**src/rtl/mem_sram_ctrl_pkg.sv**
```systemverilog
// mem_sram_ctrl_pkg: MEM_* operation codes, SRAM FSM states and op helpers
// shared by the SRAM controller and its lane aligner.
package mem_sram_ctrl_pkg;

   localparam logic [3:0] MEM_NOP = 4'd0;
   localparam logic [3:0] MEM_LB  = 4'd1;
   localparam logic [3:0] MEM_LBU = 4'd2;
   localparam logic [3:0] MEM_LH  = 4'd3;
   localparam logic [3:0] MEM_LHU = 4'd4;
   localparam logic [3:0] MEM_LW  = 4'd5;
   localparam logic [3:0] MEM_SB  = 4'd6;
   localparam logic [3:0] MEM_SH  = 4'd7;
   localparam logic [3:0] MEM_SW  = 4'd8;

   typedef enum logic [1:0] {
      SRAM_IDLE   = 2'd0,
      SRAM_ACCESS = 2'd1,
      SRAM_DONE   = 2'd2
   } sram_state_t;

   // Codes outside LB..SW behave exactly like MEM_NOP.
   function automatic logic op_is_valid(input logic [3:0] op);
      return (op >= MEM_LB) && (op <= MEM_SW);
   endfunction

   function automatic logic op_is_store(input logic [3:0] op);
      return (op == MEM_SB) || (op == MEM_SH) || (op == MEM_SW);
   endfunction

endpackage

```
**src/rtl/mem_sram_ctrl_lane_align.sv**
```systemverilog
// mem_sram_ctrl_lane_align: little-endian byte-lane enables, store-data
// replication and load extraction with sign/zero extension.
module mem_sram_ctrl_lane_align
   import mem_sram_ctrl_pkg::*;
(
   input  logic [3:0]  i_req_op,
   input  logic [1:0]  i_req_addr,
   input  logic [31:0] i_wdata,
   input  logic [3:0]  i_rsp_op,
   input  logic [1:0]  i_rsp_addr,
   input  logic [31:0] i_rdata,
   output logic [3:0]  o_be_n,
   output logic [31:0] o_wdata,
   output logic [31:0] o_ldata
);

   logic [7:0]  w_byte;
   logic [15:0] w_half;

   always_comb begin
      o_be_n  = 4'b1111;
      o_wdata = i_wdata;
      case (i_req_op)
         MEM_LW, MEM_SW: o_be_n = 4'b0000;
         MEM_LH, MEM_LHU, MEM_SH: begin
            o_be_n  = i_req_addr[1] ? 4'b0011 : 4'b1100;
            o_wdata = {2{i_wdata[15:0]}};
         end
         MEM_LB, MEM_LBU, MEM_SB: begin
            o_be_n  = ~(4'b0001 << i_req_addr);
            o_wdata = {4{i_wdata[7:0]}};
         end
         default: ;
      endcase
   end

   always_comb begin
      w_byte = i_rdata[7:0];
      case (i_rsp_addr)
         2'd1:    w_byte = i_rdata[15:8];
         2'd2:    w_byte = i_rdata[23:16];
         2'd3:    w_byte = i_rdata[31:24];
         default: w_byte = i_rdata[7:0];
      endcase
   end

   assign w_half = i_rsp_addr[1] ? i_rdata[31:16] : i_rdata[15:0];

   // Stores and idle codes fall through to zero.
   always_comb begin
      o_ldata = '0;
      case (i_rsp_op)
         MEM_LB:  o_ldata = {{24{w_byte[7]}}, w_byte};
         MEM_LBU: o_ldata = {24'd0, w_byte};
         MEM_LH:  o_ldata = {{16{w_half[15]}}, w_half};
         MEM_LHU: o_ldata = {16'd0, w_half};
         MEM_LW:  o_ldata = i_rdata;
         default: o_ldata = '0;
      endcase
   end

endmodule

```
**src/rtl/mem_sram_ctrl.sv**
```systemverilog
// mem_sram_ctrl: fixed-latency responder between the MEM stage and an
// asynchronous 32-bit SRAM; IDLE -> ACCESS x WAIT_CYCLES -> DONE.
module mem_sram_ctrl
   import mem_sram_ctrl_pkg::*;
#(
   parameter int WAIT_CYCLES = 2,
   parameter int SRAM_AW     = 20
) (
   input  logic               clk,
   input  logic               rst,
   input  logic [3:0]         ramOp_i,
   input  logic [31:0]        ramAddr_i,
   input  logic [31:0]        storeData_i,
   output logic               success_o,
   output logic [31:0]        loadData_o,
   output logic [SRAM_AW-1:0] sram_addr_o,
   output logic [31:0]        sram_wdata_o,
   output logic               sram_wdata_oe_o,
   input  logic [31:0]        sram_rdata_i,
   output logic               sram_ce_n_o,
   output logic               sram_oe_n_o,
   output logic               sram_we_n_o,
   output logic [3:0]         sram_be_n_o
);

   localparam int CW = (WAIT_CYCLES > 2) ? $clog2(WAIT_CYCLES) : 1;
   localparam logic [CW-1:0] CNT_INIT = CW'(WAIT_CYCLES - 1);

   sram_state_t   r_state;
   logic [CW-1:0] r_cnt;
   logic [3:0]    r_op;
   logic [1:0]    r_lane;

   logic        w_req;
   logic        w_store;
   logic [3:0]  w_be_n;
   logic [31:0] w_wdata;
   logic [31:0] w_ldata;
   logic        w_unused;

   assign w_req    = op_is_valid(ramOp_i);
   assign w_store  = op_is_store(ramOp_i);
   assign w_unused = ^ramAddr_i[31:SRAM_AW+2];

   mem_sram_ctrl_lane_align u_align (
      .i_req_op   (ramOp_i),
      .i_req_addr (ramAddr_i[1:0]),
      .i_wdata    (storeData_i),
      .i_rsp_op   (r_op),
      .i_rsp_addr (r_lane),
      .i_rdata    (sram_rdata_i),
      .o_be_n     (w_be_n),
      .o_wdata    (w_wdata),
      .o_ldata    (w_ldata)
   );

   always_ff @(posedge clk) begin
      if (rst) begin
         r_state         <= SRAM_IDLE;
         r_cnt           <= '0;
         r_op            <= MEM_NOP;
         r_lane          <= '0;
         success_o       <= 1'b0;
         loadData_o      <= '0;
         sram_addr_o     <= '0;
         sram_wdata_o    <= '0;
         sram_wdata_oe_o <= 1'b0;
         sram_ce_n_o     <= 1'b1;
         sram_oe_n_o     <= 1'b1;
         sram_we_n_o     <= 1'b1;
         sram_be_n_o     <= 4'hF;
      end else begin
         success_o <= 1'b0;
         unique case (r_state)
            SRAM_IDLE: begin
               if (w_req) begin
                  r_state         <= SRAM_ACCESS;
                  r_cnt           <= CNT_INIT;
                  r_op            <= ramOp_i;
                  r_lane          <= ramAddr_i[1:0];
                  sram_addr_o     <= ramAddr_i[SRAM_AW+1:2];
                  sram_wdata_o    <= w_wdata;
                  sram_be_n_o     <= w_be_n;
                  sram_ce_n_o     <= 1'b0;
                  sram_oe_n_o     <= w_store;
                  sram_we_n_o     <= ~w_store;
                  sram_wdata_oe_o <= w_store;
               end
            end
            SRAM_ACCESS: begin
               // A flush (op dropped to NOP) ends the access without success.
               if (!w_req || r_cnt == '0) begin
                  r_state         <= w_req ? SRAM_DONE : SRAM_IDLE;
                  success_o       <= w_req;
                  if (w_req) loadData_o <= w_ldata;
                  sram_wdata_oe_o <= 1'b0;
                  sram_ce_n_o     <= 1'b1;
                  sram_oe_n_o     <= 1'b1;
                  sram_we_n_o     <= 1'b1;
                  sram_be_n_o     <= 4'hF;
               end else begin
                  r_cnt <= r_cnt - 1'b1;
                  // Raise we_n one cycle early so data outlives the strobe.
                  if (r_cnt == CW'(1)) sram_we_n_o <= 1'b1;
               end
            end
            SRAM_DONE: r_state <= SRAM_IDLE;
            default:   r_state <= SRAM_IDLE;
         endcase
      end
   end

endmodule

```
**config.mk**
```make
export PLATFORM = sky130hd
export DESIGN_NAME = mem_sram_ctrl
export DESIGN_NICKNAME = d
export VERILOG_FILES = /design/src/rtl/mem_sram_ctrl_pkg.sv /design/src/rtl/mem_sram_ctrl_lane_align.sv /design/src/rtl/mem_sram_ctrl.sv
export SDC_FILE = /design/constraint.sdc
export NUM_CORES = 1
export LEC_CHECK = 0
export CAP_MARGIN = 20
export CORE_AREA = 2 2 109 132
export CTS_BUF_LIST = sky130_fd_sc_hd__clkbuf_4 sky130_fd_sc_hd__clkbuf_8
export CTS_CLUSTER_DIAMETER = 150
export DETAILED_ROUTE_END_ITERATION = 12
export DIE_AREA = 0 0 111 134
export GPL_TIMING_DRIVEN = 1
export PLACE_DENSITY_LB_ADDON = 0.3
export SETUP_SLACK_MARGIN = 0.4
export SYNTH_ARGS = -nofsm -noshare
export SYNTH_HDL_FRONTEND = slang
export SYNTH_SLANG_ARGS = --single-unit
```
**constraint.sdc**
```tcl
create_clock -name clk -period 2.5 [get_ports clk]
set_input_delay 0.375 -clock clk [delete_from_list [all_inputs] [get_ports clk]]
set_output_delay 0.375 -clock clk [all_outputs]
set_load 0.005 [all_outputs]
```
==> flow_summary.json <==
{
  "status": "finished, final reports clean",
  "first_global_vias": 4554,
  "clk_pin_slew_ns": 0.10,
  "finalSetupViolCount": 0,
  "synth-main-ff-cell": "dfxtp_1",
  "rsz0062_at_grt": "false",
  "relSlewSlack_pct": 39.90,
  "p_leak_uw": 0.002660,
  "period_share_pct": 80.49,
  "drtAntennaViolNets": 0,
  "max_freq_mhz": 496.9,
  "synth.top_cell.area_share_pct": 43.93,
  "vias": 4716,
  "syn2layout_area_growth_pct": 51.71,
  "max-clock-path-buffers": 2,
  "grt_overflow": 0,
  "worstSkewPairLatency_ns": 0.37,
  "cts_buffers": 9,
  "final_nets": 808,
  "vdd_drop_max_uv": 328.1,
  "wire_per_inst_um": 17.06,
  "p_total_uw": 4020,
  "antenna_cells": 0,
  "core_area_um2": 13580,
  "routed_wl_um": 15030,
  "antenna_found_initial": 0,
  "ios": 195,
  "yosysSeqAreaShare_pct": 43.93,
  "dpl.hpwl_um": 10540,
  "yosysTopAreaCell": "dfxtp_1",
  "cp-end-kind": "flip-flop",
  "grt_pass1_wl_um": 23140,
  "syn-num-nets": 630,
  "reg2reg_depth": 4,
  "crit_top_cell": "buf_4",
  "drt_iter0_drc": 299,
  "synth.avg_cell_area_um2": 8.803,
  "remaining_drc_errors": 0,
  "drv_cap": 0,
  "startpoint_type": "input port",
  "rows": 47,
  "port_buffers": 184,
  "path_cells": "clkdlybuf4s50_1 > nor4_1 > buf_4 > nor4b_4 > buf_4 > buf_4 > nor2_1 > buf_12 > a22o_1",
  "timing.setup.critical_path_class": "in2reg",
  "period_needed_ns": 2.012,
  "power.density_nw_per_um2": 570.1,
  "finClkSkew_ns": 0.009082,
  "finalMaxSlewViolations": 0,
  "arrival_ns": 2.27,
  "synthCells": 528,
  "firstDrtPassIters": 5,
  "nFillCells": 1282,
  "cts_tree": "built",
  "async_reset_ff_share_pct": 0,
  "ys_types": 51,
  "gp_congestion": 0.8852,
  "die_x_um": 111,
  "drive_gt1_share_pct": 10.42,
  "syn-cell-area_um2": 4648,
  "dp.cells": 861,
  "cpMaxStageDelayCell": "clkdlybuf4s50_1",
  "start_util_pct": 34.22,
  "tightest_slew_ns": 0.8938,
  "hold_viol": 0,
  "crit_path_max_incr_delay_ns": 0.54,
  "synth-edff-count": 0,
  "cts.sinks": 102,
  "ctsHoldBuffers": 0,
  "h-tree-depth": 3,
  "worstPathMaxFanout": 25,
  "die_h_um": 134,
  "tns_ns": 0,
  "synth_area_leaders": "dfxtp_1 44%, nand2_1 8.2%, a22o_1 4.9%, a211oi_1 4.7%, a21oi_1 4.5%",
  "worst_ep_required_time_ns": 2.76,
  "yosys_warnings": 0,
  "die-area_um2": 14870,
  "clockRootBuffer": "clkbuf_8",
  "vias_per_cell": 5.353,
  "multi_input_area_um2": 2434,
  "ys_ff_latch": 102,
  "track_usage_pct": 19.16,
  "hold_path.class": "in2reg",
  "grt_max_degree": 65,
  "regArea_um2": 2042,
  "hold_depth": 2,
  "finalNonFillerCells": 881
}
[flip-flops by register name, summed over array words and instances (netlist names)]
name	count
r_cnt	1
r_op	4
sram_be_n_o	4
r_state	2
loadData_o	32
sram_wdata_o	32
sram_oe_n_o	1
sram_wdata_oe_o	1
sram_we_n_o	1
sram_ce_n_o	1
sram_addr_o	20
success_o	1
r_lane	2
[cell usage in the layout, fill, tap and decap left out, types with 6 or more instances in the layout]
cell,count
mux2_2,7
clkdlybuf4s50_1,180
nand2_1,102
a221oi_1,9
a211oi_1,28
a221o_1,9
mux4_2,6
a22o_1,26
dfxtp_1,102
mux2i_1,15
a21oi_1,42
o21ai_0,19
nor2_1,46
buf_4,22
nand2b_1,6
clkbuf_8,10
[critical path, delay by kind of cell]
family                 cells  cell delay, ns
AOI/OAI and AO/OA          1            0.24
and+or+nand+nor            3            0.38
buffers and inverters      5            1.26
[repair_timing]
item                                    CTS  global route
gates cloned                              1             1
setup buffers                             2             1
pin swaps                                 1             1
hold endpoints to repair                  0             0
endpoints found under the setup margin   84            84
resized for setup                         3             8
[logic make-up after synthesis]
family          count (synthesis)  synth area share (%)
simple gates                  183                 17.87
flops                         102                 43.93
xor+xnor                        1                0.1885
mux                            28                 7.833
buf+inv                        51                 5.060
compound gates                163                 25.12
[through the flow]
stage | cell area (µm²) | util, % | hold WS (ns) | setup WS, ns
finish | 7052 | 51.91 | 0.4230 | 0.4877
global route | 7052 | 51.91 | 0.4214 | 0.4104
CTS | 6984 | 51.41 | 0.4091 | 0.4082
detailed placement | 6724 | 49.50 | 0.4470 | -0.2732
global placement | 6724 | 49.50 | 0.4418 | -0.2486
floorplan | 4648 | - | 0.4527 | 0.4780
[power breakdown]
group | switching, µW | internal [µW] | total, µW
logic | 492 | 604 | 1100
clock network | 575 | 504 | 1080
registers | 90.3 | 1750 | 1850
[synth_stat cells, drive strengths merged (3+ instances only)]
| cell type | count |
|---|---|
| or3b | 3 |
| mux4 | 6 |
| nor3b | 3 |
| a31oi | 3 |
| nand2b | 6 |
| clkbuf | 28 |
| nor2 | 46 |
| mux2 | 7 |
| a21o | 3 |
| a21oi | 42 |
| nand2 | 102 |
| nor4b | 3 |
| a221o | 9 |
| dfxtp | 102 |
| o31ai | 4 |
| inv | 4 |
| o21ai | 19 |
| a22o | 26 |
| a222oi | 5 |
| a221oi | 9 |
| mux2i | 15 |
| buf | 19 |
| nor2b | 6 |
| a211oi | 29 |
[final cells by class]
class | instances | share of cell area [%]
multi-input combinational | 376 | 34.51
clock inverter | 4 | 0.7984
clock buffer | 11 | 2.058
inverter | 4 | 0.2129
timing repair buffer | 213 | 30.43
tap | 171 | 3.034
sequential | 102 | 28.96
[layer usage]
| metal | part of all wire (%) | track usage [%] | wire length [µm] |
|---|---|---|---|
| met3 | 7.6 | 5.377 | 1136 |
| met4 | 2.6 | 7.431 | 391 |
| met5 | 0 | 0 | 0 |
| met1 | 41 | 22.11 | 6132 |
| met2 | 49 | 33.71 | 7369 |
[path summary, 6_finish.rpt]
kind                       start        endpoint  slack [ns]
setup reg to reg       r_lane[0]  loadData_o[15]        0.51
hold reg to reg   sram_addr_o[2]  sram_addr_o[2]        0.46
hold / removal               rst       success_o        0.42
setup / recovery      ramOp_i[3]  loadData_o[14]        0.49
(Power assumes the default switching activity.)
